`src/rtl/sync_sp_ram_be_nx32_ctrl_if.sv`:
```
// Request/response channel between an SoC-side initiator and the RAM controller.
// master = initiator side, slave = controller side.
interface sync_sp_ram_be_nx32_ctrl_if #(
    parameter int unsigned ADDR_WIDTH = 10
);
    logic                  Req_SI;
    logic                  Gnt_SO;
    logic                  We_SI;
    logic [3:0]            BEn_SI;
    logic [ADDR_WIDTH-1:0] Addr_SI;
    logic [31:0]           WData_SI;
    logic                  RValid_SO;
    logic                  RReady_SI;
    logic [31:0]           RData_DO;
    logic                  RWr_SO;
    logic                  RErr_SO;

    modport master (
        output Req_SI, We_SI, BEn_SI, Addr_SI, WData_SI, RReady_SI,
        input  Gnt_SO, RValid_SO, RData_DO, RWr_SO, RErr_SO
    );

    modport slave (
        input  Req_SI, We_SI, BEn_SI, Addr_SI, WData_SI, RReady_SI,
        output Gnt_SO, RValid_SO, RData_DO, RWr_SO, RErr_SO
    );
endinterface

```
`src/rtl/sync_sp_ram_be_nx32_ctrl.sv`:
```
// Controller for a synchronous single-port N x 32 byte-enable RAM: turns valid/ready
// requests into RAM accesses and returns in-order responses through a bounded FIFO.
module sync_sp_ram_be_nx32_ctrl #(
    parameter int unsigned ADDR_WIDTH = 10,
    parameter int unsigned DATA_DEPTH = 1024,
    parameter int unsigned OUT_REGS   = 0,
    parameter int unsigned RESP_DEPTH = 4
) (
    input  logic                      Clk_CI,
    input  logic                      Rst_RBI,
    sync_sp_ram_be_nx32_ctrl_if.slave Bus,
    output logic                      CSel_SO,
    output logic                      WrEn_SO,
    output logic [3:0]                BEn_SO,
    output logic [ADDR_WIDTH-1:0]     Addr_DO,
    output logic [31:0]               WrData_DO,
    input  logic [31:0]               RdData_DI
);
    localparam int unsigned LAT = 1 + OUT_REGS;
    localparam int unsigned PW  = (RESP_DEPTH > 1) ? $clog2(RESP_DEPTH) : 1;
    localparam int unsigned CW  = $clog2(RESP_DEPTH + 1);
    localparam logic [CW-1:0]         MAX_OUTST = CW'(RESP_DEPTH);
    localparam logic [PW-1:0]         LAST_PTR  = PW'(RESP_DEPTH - 1);
    localparam logic [ADDR_WIDTH:0]   DEPTH_LIM = (ADDR_WIDTH + 1)'(DATA_DEPTH);

    logic            r_RstDone;
    logic [CW-1:0]   r_Outst;
    logic            r_TagV   [LAT];
    logic            r_TagWe  [LAT];
    logic            r_TagErr [LAT];
    logic [31:0]     r_FifoData [RESP_DEPTH];
    logic            r_FifoWr   [RESP_DEPTH];
    logic            r_FifoErr  [RESP_DEPTH];
    logic [PW-1:0]   r_WrPtr;
    logic [PW-1:0]   r_RdPtr;
    logic [CW-1:0]   r_Count;

    logic            w_Accept;
    logic            w_InRange;
    logic            w_Push;
    logic            w_Pop;
    logic            w_RValid;
    logic [31:0]     w_PushData;

    assign Bus.Gnt_SO = r_RstDone && (r_Outst < MAX_OUTST);
    assign w_Accept   = Bus.Req_SI && Bus.Gnt_SO;
    assign w_InRange  = {1'b0, Bus.Addr_SI} < DEPTH_LIM;

    assign CSel_SO   = w_Accept && w_InRange;
    assign WrEn_SO   = w_Accept && Bus.We_SI && w_InRange;
    assign BEn_SO    = Bus.BEn_SI;
    assign Addr_DO   = Bus.Addr_SI;
    assign WrData_DO = Bus.WData_SI;

    assign w_RValid   = (r_Count != '0);
    assign w_Pop      = w_RValid && Bus.RReady_SI;
    assign w_Push     = r_TagV[LAT-1];
    // Writes and errors never return RAM data; the read-during-write readout is dropped here.
    assign w_PushData = (r_TagWe[LAT-1] || r_TagErr[LAT-1]) ? '0 : RdData_DI;

    assign Bus.RValid_SO = w_RValid;
    assign Bus.RData_DO  = w_RValid ? r_FifoData[r_RdPtr] : '0;
    assign Bus.RWr_SO    = w_RValid && r_FifoWr[r_RdPtr];
    assign Bus.RErr_SO   = w_RValid && r_FifoErr[r_RdPtr];

    always_ff @(posedge Clk_CI or negedge Rst_RBI) begin
        if (!Rst_RBI) begin
            r_RstDone <= 1'b0;
            r_Outst   <= '0;
        end else begin
            r_RstDone <= 1'b1;
            if (w_Accept && !w_Pop) begin
                r_Outst <= r_Outst + CW'(1);
            end else if (!w_Accept && w_Pop) begin
                r_Outst <= r_Outst - CW'(1);
            end
        end
    end

    always_ff @(posedge Clk_CI or negedge Rst_RBI) begin
        if (!Rst_RBI) begin
            for (int unsigned i = 0; i < LAT; i++) begin
                r_TagV[i]   <= 1'b0;
                r_TagWe[i]  <= 1'b0;
                r_TagErr[i] <= 1'b0;
            end
        end else begin
            r_TagV[0]   <= w_Accept;
            r_TagWe[0]  <= Bus.We_SI;
            r_TagErr[0] <= !w_InRange;
            for (int unsigned i = 1; i < LAT; i++) begin
                r_TagV[i]   <= r_TagV[i-1];
                r_TagWe[i]  <= r_TagWe[i-1];
                r_TagErr[i] <= r_TagErr[i-1];
            end
        end
    end

    // Pointers wrap explicitly so RESP_DEPTH need not be a power of two.
    always_ff @(posedge Clk_CI or negedge Rst_RBI) begin
        if (!Rst_RBI) begin
            r_WrPtr <= '0;
            r_RdPtr <= '0;
            r_Count <= '0;
            for (int unsigned i = 0; i < RESP_DEPTH; i++) begin
                r_FifoData[i] <= '0;
                r_FifoWr[i]   <= 1'b0;
                r_FifoErr[i]  <= 1'b0;
            end
        end else begin
            if (w_Push) begin
                r_FifoData[r_WrPtr] <= w_PushData;
                r_FifoWr[r_WrPtr]   <= r_TagWe[LAT-1];
                r_FifoErr[r_WrPtr]  <= r_TagErr[LAT-1];
                r_WrPtr             <= (r_WrPtr == LAST_PTR) ? '0 : r_WrPtr + PW'(1);
            end
            if (w_Pop) begin
                r_RdPtr <= (r_RdPtr == LAST_PTR) ? '0 : r_RdPtr + PW'(1);
            end
            if (w_Push && !w_Pop) begin
                r_Count <= r_Count + CW'(1);
            end else if (!w_Push && w_Pop) begin
                r_Count <= r_Count - CW'(1);
            end
        end
    end

`ifndef SYNTHESIS
    a_depth_fits: assert property (@(posedge Clk_CI) 64'(DATA_DEPTH) <= (64'd1 << ADDR_WIDTH));
    a_resp_depth: assert property (@(posedge Clk_CI) RESP_DEPTH >= 1);
    a_no_ovf:     assert property (@(posedge Clk_CI) disable iff (!Rst_RBI)
                                   !(w_Push && (r_Count == MAX_OUTST)));
    a_no_udf:     assert property (@(posedge Clk_CI) disable iff (!Rst_RBI)
                                   !(w_Pop && (r_Count == '0)));
`endif
endmodule

```
`src/flat_wrapper.sv`:
```
// flat-port wrapper written by rule: the top's interface ports become plain ports
module sync_sp_ram_be_nx32_ctrl_flat 
#(
    parameter int unsigned ADDR_WIDTH = 10,
    parameter int unsigned DATA_DEPTH = 1024,
    parameter int unsigned OUT_REGS   = 0,
    parameter int unsigned RESP_DEPTH = 4
)
  (Clk_CI, Rst_RBI, CSel_SO, WrEn_SO, BEn_SO, Addr_DO, WrData_DO, RdData_DI, Bus_Req_SI, Bus_We_SI, Bus_BEn_SI, Bus_Addr_SI, Bus_WData_SI, Bus_RReady_SI, Bus_Gnt_SO, Bus_RValid_SO, Bus_RData_DO, Bus_RWr_SO, Bus_RErr_SO);
  sync_sp_ram_be_nx32_ctrl_if #(.ADDR_WIDTH(ADDR_WIDTH)) Bus_i ();
  input  logic Clk_CI;
  input  logic Rst_RBI;
  output logic CSel_SO;
  output logic WrEn_SO;
  output logic [3:0] BEn_SO;
  output logic [ADDR_WIDTH-1:0] Addr_DO;
  output logic [31:0] WrData_DO;
  input  logic [31:0] RdData_DI;
  input wire logic [$bits(Bus_i.Req_SI)-1:0] Bus_Req_SI;
  input wire logic [$bits(Bus_i.We_SI)-1:0] Bus_We_SI;
  input wire logic [$bits(Bus_i.BEn_SI)-1:0] Bus_BEn_SI;
  input wire logic [$bits(Bus_i.Addr_SI)-1:0] Bus_Addr_SI;
  input wire logic [$bits(Bus_i.WData_SI)-1:0] Bus_WData_SI;
  input wire logic [$bits(Bus_i.RReady_SI)-1:0] Bus_RReady_SI;
  output wire logic [$bits(Bus_i.Gnt_SO)-1:0] Bus_Gnt_SO;
  output wire logic [$bits(Bus_i.RValid_SO)-1:0] Bus_RValid_SO;
  output wire logic [$bits(Bus_i.RData_DO)-1:0] Bus_RData_DO;
  output wire logic [$bits(Bus_i.RWr_SO)-1:0] Bus_RWr_SO;
  output wire logic [$bits(Bus_i.RErr_SO)-1:0] Bus_RErr_SO;
  assign Bus_i.Req_SI = Bus_Req_SI;
  assign Bus_i.We_SI = Bus_We_SI;
  assign Bus_i.BEn_SI = Bus_BEn_SI;
  assign Bus_i.Addr_SI = Bus_Addr_SI;
  assign Bus_i.WData_SI = Bus_WData_SI;
  assign Bus_i.RReady_SI = Bus_RReady_SI;
  assign Bus_Gnt_SO = Bus_i.Gnt_SO;
  assign Bus_RValid_SO = Bus_i.RValid_SO;
  assign Bus_RData_DO = Bus_i.RData_DO;
  assign Bus_RWr_SO = Bus_i.RWr_SO;
  assign Bus_RErr_SO = Bus_i.RErr_SO;
  sync_sp_ram_be_nx32_ctrl #(.ADDR_WIDTH(ADDR_WIDTH), .DATA_DEPTH(DATA_DEPTH), .OUT_REGS(OUT_REGS), .RESP_DEPTH(RESP_DEPTH)) u_core (.Clk_CI(Clk_CI), .Rst_RBI(Rst_RBI), .Bus(Bus_i), .CSel_SO(CSel_SO), .WrEn_SO(WrEn_SO), .BEn_SO(BEn_SO), .Addr_DO(Addr_DO), .WrData_DO(WrData_DO), .RdData_DI(RdData_DI));
endmodule
```
`config.mk`:
```
export PLATFORM = sky130hd
export DESIGN_NAME = sync_sp_ram_be_nx32_ctrl_flat
export DESIGN_NICKNAME = d
export VERILOG_FILES = /design/src/rtl/sync_sp_ram_be_nx32_ctrl_if.sv /design/src/rtl/sync_sp_ram_be_nx32_ctrl.sv /design/src/flat_wrapper.sv
export SDC_FILE = /design/constraint.sdc
export NUM_CORES = 1
export LEC_CHECK = 0
export ABC_AREA = 1
export CAP_MARGIN = 5
export CORE_ASPECT_RATIO = 1.4
export CORE_UTILIZATION = 56
export DETAILED_ROUTE_END_ITERATION = 16
export PLACE_DENSITY = 0.94
export SETUP_SLACK_MARGIN = 0.02
export SLEW_MARGIN = 10
export SYNTH_ARGS = -nofsm -noshare
export SYNTH_HDL_FRONTEND = slang
export SYNTH_SLANG_ARGS = --single-unit
```
`constraint.sdc`:
```
create_clock -name Clk_CI -period 3.24 [get_ports Clk_CI]
set_clock_uncertainty 0.2 [all_clocks]
set_input_delay 0.648 -clock Clk_CI [delete_from_list [all_inputs] [get_ports Clk_CI]]
set_output_delay 0.648 -clock Clk_CI [all_outputs]
set_load 0.1 [all_outputs]
```
==> metrics.txt <==
H-tree depth 4; Post-CTS Hold Fix Bufs 0; Worst setup SP type register; share of cells above drive strength 1 0.183; Synth area leader dfrtp_1; cell types occupying the most area after synthesis dfrtp_1 (46%), nand2_1 (13%), inv_1 (8.4%), o21ai_2 (6.8%), buf_4 (4.6%); grt ovf 0; Post-Syn Instances 1027; Req. time, crit path 2390 ps; Pre-antenna DRT Iters 6; Reg area 0.00373 mm2; FMAX 329 MHz; Min-Delay Path Class input port to asynchronous set/reset pin; CP startpoint u_core.r_RdPtr[1]; initial core utilization 0.579; DRT Wirelength 20600 um; Tmin final 3040 ps; row count 51; initial DRC count 692; final core utilization 0.687; core area 0.0140 mm2; max-slew violation count 0; Post-DP HPWL 12200 um; largest net degree at the start of global routing 69; clock-pin slew on the worst setup and hold paths 60 ps; DIE HEIGHT 144 um; final setup fails 0; # resized after CTS 0; Root Driver clkbuf_16; Multi-input gate area 0.00315 mm2; CTS max path bufs 2; Syn Area/Cell 7.87 um2; DR DRC count 0; unrepaired setup endpoints after global routing false; TNS Setup 0 ps; nets 1125; remaining antenna violation count 0; Worst slew margin 0.504; Synth cell types 26; overall routing resource usage 0.286; number of global-route vias before repair 7053; detailed-route wire length per cell 16.8 um; number of CTS-inserted buffers 17; Post-CTS Setup Inserts 0; filler cell count 882; Port Buffers 74; Area growth syn-to-layout 18.8%; initial antenna violation count 0; Crit Path Class register to primary output; number of synthesis warnings 0; Setup crit end kind primary output; max cap viols 0; die area 0.0149 mm2; share of the synthesized area in the top cell type 0.461; Top Ports 167; worst flop-to-flop path startpoint u_core.r_Count[1]; DR vias 6880; later-pin clock latency in the skew report 420 ps; Post-Syn Area 0.00809 mm2; Max FO, Critical Path 20; DIE WIDTH 104 um; sequential share of the synthesized area 0.461; TritonCTS clock tree yes; Hold Vio Cnt, Final 0; clock sink count 149; ant diodes 0; outcome finished, final reports clean; Synth Register Bits 149; GPL Wtd Cong 0.790; first-pass GRT wire length 33700 um; Mapped Nets 1119; Worst EP arrival 2190 ps; Final Cycle Share 0.937; Worst-Margin Slew 743 ps; Vias per Instance 5.60
==> area by class of cell <==
cell class / instances / area share
Tap cell: 185 / 0.0241
Sequential cell: 149 / 0.388
Timing Repair Buffer: 90 / 0.133
Clock inverter: 5 / 0.00287
Inverter: 187 / 0.0731
Multi-Input combinational cell: 588 / 0.328
Clock buffer: 24 / 0.0501
==> metrics by stage <==
step	cell area, um2	hold WS, ps	setup WS (ps)	cells
floorplan	8370	152	6.96	1027
global placement	9100	257	689	1199
detailed placement	9100	277	627	1199
CTS	9610	32.1	246	1228
global route	9610	53.8	165	1228
finish	9610	5.82	205	1228
==> final timing paths <==
check	end	slack, ps	cells after the start
worst min-delay path	u_core.r_FifoData[99]	6	1
max in group asynchronous	u_core.r_FifoData[57]	2070	2
worst min register to register	u_core.r_FifoWr[2]	290	2
worst max-delay path	Bus_RData_DO[9]	200	5
min in group Clk_CI	u_core.r_FifoWr[2]	290	2
worst max register to register	u_core.r_Count[2]	1140	10
==> registers in the layout, summed over array words and instances (netlist names) <==
| register | cells |
|---|---|
| u_core.r_WrPtr | 2 |
| u_core.r_FifoErr | 4 |
| u_core.r_Count | 3 |
| u_core.r_Outst | 3 |
| u_core.r_FifoData | 128 |
| u_core.r_RstDone | 1 |
| u_core.r_TagWe | 1 |
| u_core.r_RdPtr | 2 |
| u_core.r_FifoWr | 4 |
| u_core.r_TagV | 1 |
==> routing by layer <==
| metal | track usage | wire length, um | share of wire |
|---|---|---|---|
| met5 | 0 | 0 | 0 |
| met4 | 0.182 | 871 | 0.042 |
| met3 | 0.0568 | 1660 | 0.081 |
| met2 | 0.494 | 10500 | 0.51 |
| met1 | 0.329 | 7600 | 0.37 |
==> cell usage in the layout (no fill, tap or decap), drive strengths merged <==
master,n
dfrtp,149
and3,2
clkbuf,24
a21oi,35
nand4,2
ha,7
nand3,71
fa,2
inv,186
clkdlybuf4s50,35
nand2,292
xnor2,2
nor2,38
conb,1
clkinv,5
buf,55
o21ai,135
or2,1
clkinvlp,1
==> critical path: stages, from the launching register on <==
cell	delay [ps]
dfrtp_1	340
clkinv_1	550
buf_4	420
nand3_1	140
a21oi_2	110
buf_12	190
==> synthesized netlist by cell type <==
| cell | count |
|---|---|
| a21oi_1 | 35 |
| and3_1 | 2 |
| buf_1 | 3 |
| buf_2 | 10 |
| buf_4 | 50 |
| buf_6 | 18 |
| buf_8 | 5 |
| clkbuf_1 | 13 |
| clkbuf_2 | 4 |
| clkinv_1 | 2 |
| conb_1 | 1 |
| dfrtp_1 | 149 |
| fa_1 | 2 |
| ha_1 | 7 |
| inv_1 | 180 |
| inv_2 | 5 |
| nand2_1 | 288 |
| nand2_2 | 4 |
| nand3_1 | 71 |
| nand4_1 | 2 |
| nor2_1 | 38 |
| o21ai_0 | 67 |
| o21ai_1 | 5 |
| o21ai_2 | 63 |
| or2_2 | 1 |
| xnor2_1 | 2 |
==> logic make-up (layout without fill, tap and decap cells) <==
kind of cell	count (synthesis)	count (layout)	synth area share
compound gates	170	170	0.134
flops	149	149	0.461
simple gates	406	406	0.202
xor+xnor	2	2	0.00217
other cells	1	1	0.000464
buf+inv	290	306	0.184
fa+ha+maj	9	9	0.0158
Power is not shown: default switching activity piles up to over one toggle a cycle in this logic, so the estimate is an artifact.
